File: config.mk
export PLATFORM = sky130hd
export DESIGN_NAME = pci_target_ctrl
export DESIGN_NICKNAME = d
export VERILOG_FILES = /design/src/rtl/pci_pkg.sv /design/src/rtl/pci_burst_ctr.sv /design/src/rtl/pci_target_ctrl.sv
export SDC_FILE = /design/constraint.sdc
export NUM_CORES = 1
export LEC_CHECK = 0
export BUFFER_PORTS_ARGS = -buffer_cell sky130_fd_sc_hd__buf_2
export CAP_MARGIN = 5
export CORE_ASPECT_RATIO = 0.9
export CORE_MARGIN = 2
export CORE_UTILIZATION = 25
export CTS_BUF_LIST = sky130_fd_sc_hd__clkbuf_16
export DETAILED_ROUTE_END_ITERATION = 7
export PLACE_DENSITY = 0.59
export SLEW_MARGIN = 30
export SYNTH_ARGS = -nofsm -noshare
export SYNTH_HDL_FRONTEND = slang
export SYNTH_HIERARCHICAL = 1
export SYNTH_SLANG_ARGS = --single-unit
File: constraint.sdc
create_clock -name clk -period 4.4 [get_ports clk]
set_input_delay 0.88 -clock clk [delete_from_list [all_inputs] [get_ports clk]]
set_output_delay 0.88 -clock clk [all_outputs]
set_load 0.02 [all_outputs]
File: src/rtl/pci_pkg.sv
`default_nettype none
// ============================================================================
// Module : pci_pkg
// Brief  : Shared PCI target constants: bus commands, FSM states, signal levels.
// Rev    : 1.0  initial release
// ============================================================================
package pci_pkg;

    localparam logic [3:0] CMD_MEM_RD = 4'b0110;
    localparam logic [3:0] CMD_MEM_WR = 4'b0111;

    localparam logic ASSERTED   = 1'b0;
    localparam logic DEASSERTED = 1'b1;

    typedef enum logic [1:0] {
        IDLE = 2'd0,
        DATA = 2'd1,
        TURN = 2'd2
    } state_e;

endpackage : pci_pkg
`default_nettype wire

File: src/rtl/pci_burst_ctr.sv
`default_nettype none
// ============================================================================
// Module : pci_burst_ctr
// Brief  : Linear burst word counter; loads, increments, saturates at the top
//          of the window and raises a sticky end flag there.
// Rev    : 1.0  initial release
// ============================================================================
module pci_burst_ctr #(
    parameter int ADDR_W = 4
) (
    input  logic              clk,
    input  logic              rst,
    input  logic              load_i,
    input  logic [ADDR_W-1:0] load_val_i,
    input  logic              inc_i,
    output logic [ADDR_W-1:0] addr_o,
    output logic              end_o
);

    localparam logic [ADDR_W-1:0] C_MAX = {ADDR_W{1'b1}};

    logic [ADDR_W-1:0] addr_q, addr_d;
    logic              end_q, end_d;

    always_comb begin
        addr_d = addr_q;
        end_d  = end_q;
        if (load_i) begin
            addr_d = load_val_i;
            end_d  = 1'b0;
        end else if (inc_i) begin
            // No wrap: the last word of the window is held and flagged.
            if (addr_q == C_MAX) begin
                end_d = 1'b1;
            end else begin
                addr_d = addr_q + ADDR_W'(1);
            end
        end
    end

    always_ff @(posedge clk) begin
        if (rst) begin
            addr_q <= '0;
            end_q  <= 1'b0;
        end else begin
            addr_q <= addr_d;
            end_q  <= end_d;
        end
    end

    assign addr_o = addr_q;
    assign end_o  = end_q;

endmodule : pci_burst_ctr
`default_nettype wire

File: src/rtl/pci_target_ctrl.sv
`default_nettype none
// ============================================================================
// Module : pci_target_ctrl
// Brief  : PCI memory target: address decode, DEVSEL#/storageControl, burst
//          tracking and local buffer strobes. Option macro: PCI_TARGET_STOP_EN.
// Rev    : 1.0  initial release
// ============================================================================
module pci_target_ctrl
    import pci_pkg::*;
#(
    parameter logic [31:0] BASE_ADDR = 32'h0000_1000,
    parameter int          ADDR_W    = 4
) (
    input  logic              clk,
    input  logic              rst,
    input  logic              frame,
    input  logic              irdy,
    input  logic [31:0]       ad,
    input  logic [3:0]        cbe,
    input  logic              Trdy,
    output logic              devsel,
    output logic              storageControl,
    output logic [ADDR_W-1:0] mem_addr,
    output logic              mem_we,
    output logic              mem_re,
    output logic              stop
);

    localparam logic [ADDR_W-1:0] C_MAX = {ADDR_W{1'b1}};

    state_e state_q, state_d;
    logic   devsel_q, devsel_d;
    logic   sc_q, sc_d;
    logic   is_wr_q, is_wr_d;

    logic w_hit, w_cmd_ok, w_accept, w_xfer, w_exit, w_end;
    logic unused_ad;

    assign unused_ad = ^ad[1:0];

    assign w_hit    = (ad[31:ADDR_W+2] == BASE_ADDR[31:ADDR_W+2]);
    assign w_cmd_ok = (cbe == CMD_MEM_RD) || (cbe == CMD_MEM_WR);
    assign w_accept = (state_q == IDLE) && (frame == ASSERTED) && w_hit && w_cmd_ok;
    assign w_xfer   = (state_q == DATA) && (irdy == ASSERTED) && (Trdy == ASSERTED);

    // Leave DATA on the final transfer, a master abort, or once the master
    // deasserts FRAME# after the window end has been reached.
    assign w_exit = (state_q == DATA) && (frame == DEASSERTED) &&
                    (w_xfer || (irdy == DEASSERTED) || w_end);

    pci_burst_ctr #(
        .ADDR_W (ADDR_W)
    ) u_burst_ctr (
        .clk        (clk),
        .rst        (rst),
        .load_i     (w_accept),
        .load_val_i (ad[ADDR_W+1:2]),
        .inc_i      (w_xfer),
        .addr_o     (mem_addr),
        .end_o      (w_end)
    );

    always_comb begin
        state_d  = state_q;
        devsel_d = devsel_q;
        sc_d     = sc_q;
        is_wr_d  = is_wr_q;
        unique case (state_q)
            IDLE: begin
                if (w_accept) begin
                    state_d  = DATA;
                    devsel_d = ASSERTED;
                    sc_d     = 1'b1;
                    is_wr_d  = (cbe == CMD_MEM_WR);
                end
            end
            DATA: begin
                if (w_exit) begin
                    state_d  = TURN;
                    devsel_d = DEASSERTED;
                    sc_d     = 1'b0;
                end else if (w_xfer && (mem_addr == C_MAX)) begin
                    sc_d = 1'b0;
                end
            end
            TURN: begin
                state_d = IDLE;
            end
            default: begin
                state_d  = IDLE;
                devsel_d = DEASSERTED;
                sc_d     = 1'b0;
            end
        endcase
    end

    always_ff @(posedge clk) begin
        if (rst) begin
            state_q  <= IDLE;
            devsel_q <= DEASSERTED;
            sc_q     <= 1'b0;
            is_wr_q  <= 1'b0;
        end else begin
            state_q  <= state_d;
            devsel_q <= devsel_d;
            sc_q     <= sc_d;
            is_wr_q  <= is_wr_d;
        end
    end

    // Strobes mark the cycle whose closing edge completes a data phase.
    assign mem_we         = !rst && w_xfer &&  is_wr_q;
    assign mem_re         = !rst && w_xfer && !is_wr_q;
    assign devsel         = devsel_q;
    assign storageControl = sc_q;

`ifdef PCI_TARGET_STOP_EN
    logic stop_q, stop_d;

    always_comb begin
        stop_d = stop_q;
        if (w_exit) begin
            stop_d = DEASSERTED;
        end else if (w_xfer && (mem_addr == C_MAX) && (frame == ASSERTED)) begin
            stop_d = ASSERTED;
        end
    end

    always_ff @(posedge clk) begin
        if (rst) begin
            stop_q <= DEASSERTED;
        end else begin
            stop_q <= stop_d;
        end
    end

    assign stop = stop_q;
`else
    assign stop = DEASSERTED;
`endif

endmodule : pci_target_ctrl
`default_nettype wire

==> metrics.csv <==
metric,value,unit
io_pins,50,
grt.total_usage,12.86,%
finalCriticalPeriod,2.594,ns
wl_met3,114,um
cts_made_buffers,3,
path_clk_slew,0.04,ns
final-seq-area,200.2,sq um
htree_levels,1,
totalWireLength,1710,um
syn_inst,70,
cts_tree,done,
antenna_cells,0,
critical_path.max_stage_delay,0.32,ns
antenna_found_initial,0,
maxCapViolCount,0,
core-area,2404,sq um
hold_viol,0,
cts_resized,0,
maxSlewHeadroom,58.01,%
drt_pass1_iterations,4,
outcome,finished clean,
cp.arrival,1.71,ns
via_per_inst,4.890,
wl_met1,702,um
wl_per_cell,11.71,um
ys_types,34,
fin_setup_tns,0,ns
grt_pass1_wl,2822,um
post-cts-setup-buffer-count,0,
slew_viol_final,0,
die-width,56.36,um
wl_met2,863,um
crit_chain,buf_2 > nor4_1 > and2_1 > buf_2,
synth_seq_cells,10,
gr-total-overflow,0,
tightestPinTransition,0.6250,ns
crit_fanout,10,
skew,0.002904,ns
p_per_area,296.1,nW/um^2
cts_buffer_depth,2,
crit_top_cell,buf_2,
clock_latency,0.24,ns
fmax,385.6,MHz
path_class,in2out,
routabilityCongestion,0.7065,
finalCritPeriodShare,58.95,%
syn_nets,112,
grt_pass1_vias,684,
nFillCells,253,
die_h,51.13,um
vdd_drop_max,0.0001739,V
crit_path_top_delay_cell,nor4_1,
vias,714,
hp-class,reg2reg,
num_rows,17,
rsz0062_at_grt,false,
multi_input_area,392.9,sq um
initial_core_util,25.66,%
highest_layer,met4,
ys_seq_area_share,32.45,%
ant_nets,0,
grt_max_degree,16,
synth_top_area_share,32.45,%
endpoint_kind,primary output,
final_nets,161,
syn_area,616.8,sq um
yosysWarnings,6,
die_area,2881,sq um
worstSetupStartpointType,input pin,
hold_buffers,0,
first_iter_violations,11,
finalSetupViolCount,0,
synth_area_leader_cell,dfxtp_1,
worst_ep_required_time,3.52,ns
power,0.2808,mW
dp_hpwl,1409,um
p_leak,0.4401,nW
yosys-top-cells-area,"dfxtp_1, nor4_1, nor4b_2",
io_buffers,46,
drive_gt1_share,46.61,%
cts.sink_count,10,
avgSynthCellArea,8.812,sq um
drc,0,
area_delta_synth_final,53.75,%
clockRootBuffer,clkbuf_16,
==> cell usage after synthesis <==
cell type,instances
a2111oi_0,1
a21oi_1,4
a41oi_1,1
and2_1,3
and4b_1,1
buf_2,1
buf_4,1
conb_1,1
dfxtp_1,10
ha_1,1
inv_1,3
mux2i_1,1
nand2_1,3
nand2b_1,1
nand3_1,3
nand3b_1,1
nand4_1,4
nor2_1,2
nor2_4,1
nor2b_1,2
nor3_1,4
nor3b_2,1
nor4_1,7
nor4b_1,1
nor4b_2,2
nor4b_4,1
o211a_1,1
o211ai_1,1
o21ai_0,2
o21ai_1,1
o21bai_1,1
o311a_1,1
or3_1,1
or3b_2,1
==> state kept, by name (all words and copies together), names as in the netlist <==
signal / cells
u_burst_ctr/addr_o: 4
u_burst_ctr/end_o: 1
devsel: 1
is_wr_q: 1
state_q: 2
storageControl: 1
==> logic make-up (layout without fill, tap and decap cells) <==
kind of cell / count (synthesis) / after routing / share of synthesized area (%)
multiplexers: 1 / 1 / 1.623
other: 1 / 1 / 0.6079
flip-flops: 10 / 10 / 32.45
adder cells (fa/ha/maj): 1 / 1 / 2.028
AND/OR/NAND/NOR: 39 / 39 / 45.23
AO/OA/AOI/OAI: 13 / 13 / 14.20
buffers and inverters: 5 / 53 / 3.854
==> worst max-delay path, delay by kind of cell <==
family	cells	cell delay [ns]
AND/OR/NAND/NOR	2	0.51
buffers and inverters	2	0.32
==> final timing paths <==
kind | startpoint | to | slack [ns] | depth (start not counted)
max | rst | mem_we | 1.81 | 4
min | is_wr_q | is_wr_q | 0.50 | 2
max reg2reg | state_q[0] | u_burst_ctr/addr_o[3] | 2.67 | 5
min reg2reg | is_wr_q | is_wr_q | 0.50 | 2
==> cell type report <==
cell class	count	area share, %
Inverter	3	1.187
Timing Repair Buffer	46	24.27
Clock inverter	1	0.3958
Sequential cell	10	21.11
Tap cell	28	3.694
Clock buffer	3	7.916
Multi-Input combinational cell	55	41.42
==> metrics by stage <==
stage	area (sq um)	worst slack [ns]	utilization, %	hold WS (ns)	std cells
3_5_place_dp	869.6	1.811	36.18	0.4942	142
6_report	948.4	1.806	39.46	0.4956	146
4_1_cts	948.4	1.809	39.46	0.4978	146
3_3_place_gp	869.6	1.820	36.18	0.4660	142
5_1_grt	948.4	1.711	39.46	0.5230	146
2_1_floorplan	616.8	2.000	-	0.4435	70
==> layout by cell type, fill, tap and decap left out, types with 3 or more instances in the layout <==
master	count
nor3_1	4
nand3_1	3
nand4_1	4
nor4_1	7
clkbuf_16	3
nand2_1	3
buf_2	46
a21oi_1	4
dfxtp_1	10
and2_1	3
inv_1	3
==> power by group <==
group          internal (mW)   switching, mW  leakage (nW)
Sequential            0.0910  0.000000000190        0.0805
Combinational         0.0151          0.0105         0.321
Clock                  0.119          0.0449        0.0385
Total                  0.225          0.0554         0.440
==> per-layer routing <==
| metal | global-route usage (%) | up-vias |
|---|---|---|
| met1 | 13.50 | 320 |
| li1 | - | 370 |
| met5 | 0 | - |
| met2 | 21.18 | 21 |
| met4 | 8.730 | 0 |
| met3 | 5.316 | 3 |
Note: power is estimated with default switching activity, not from simulation.
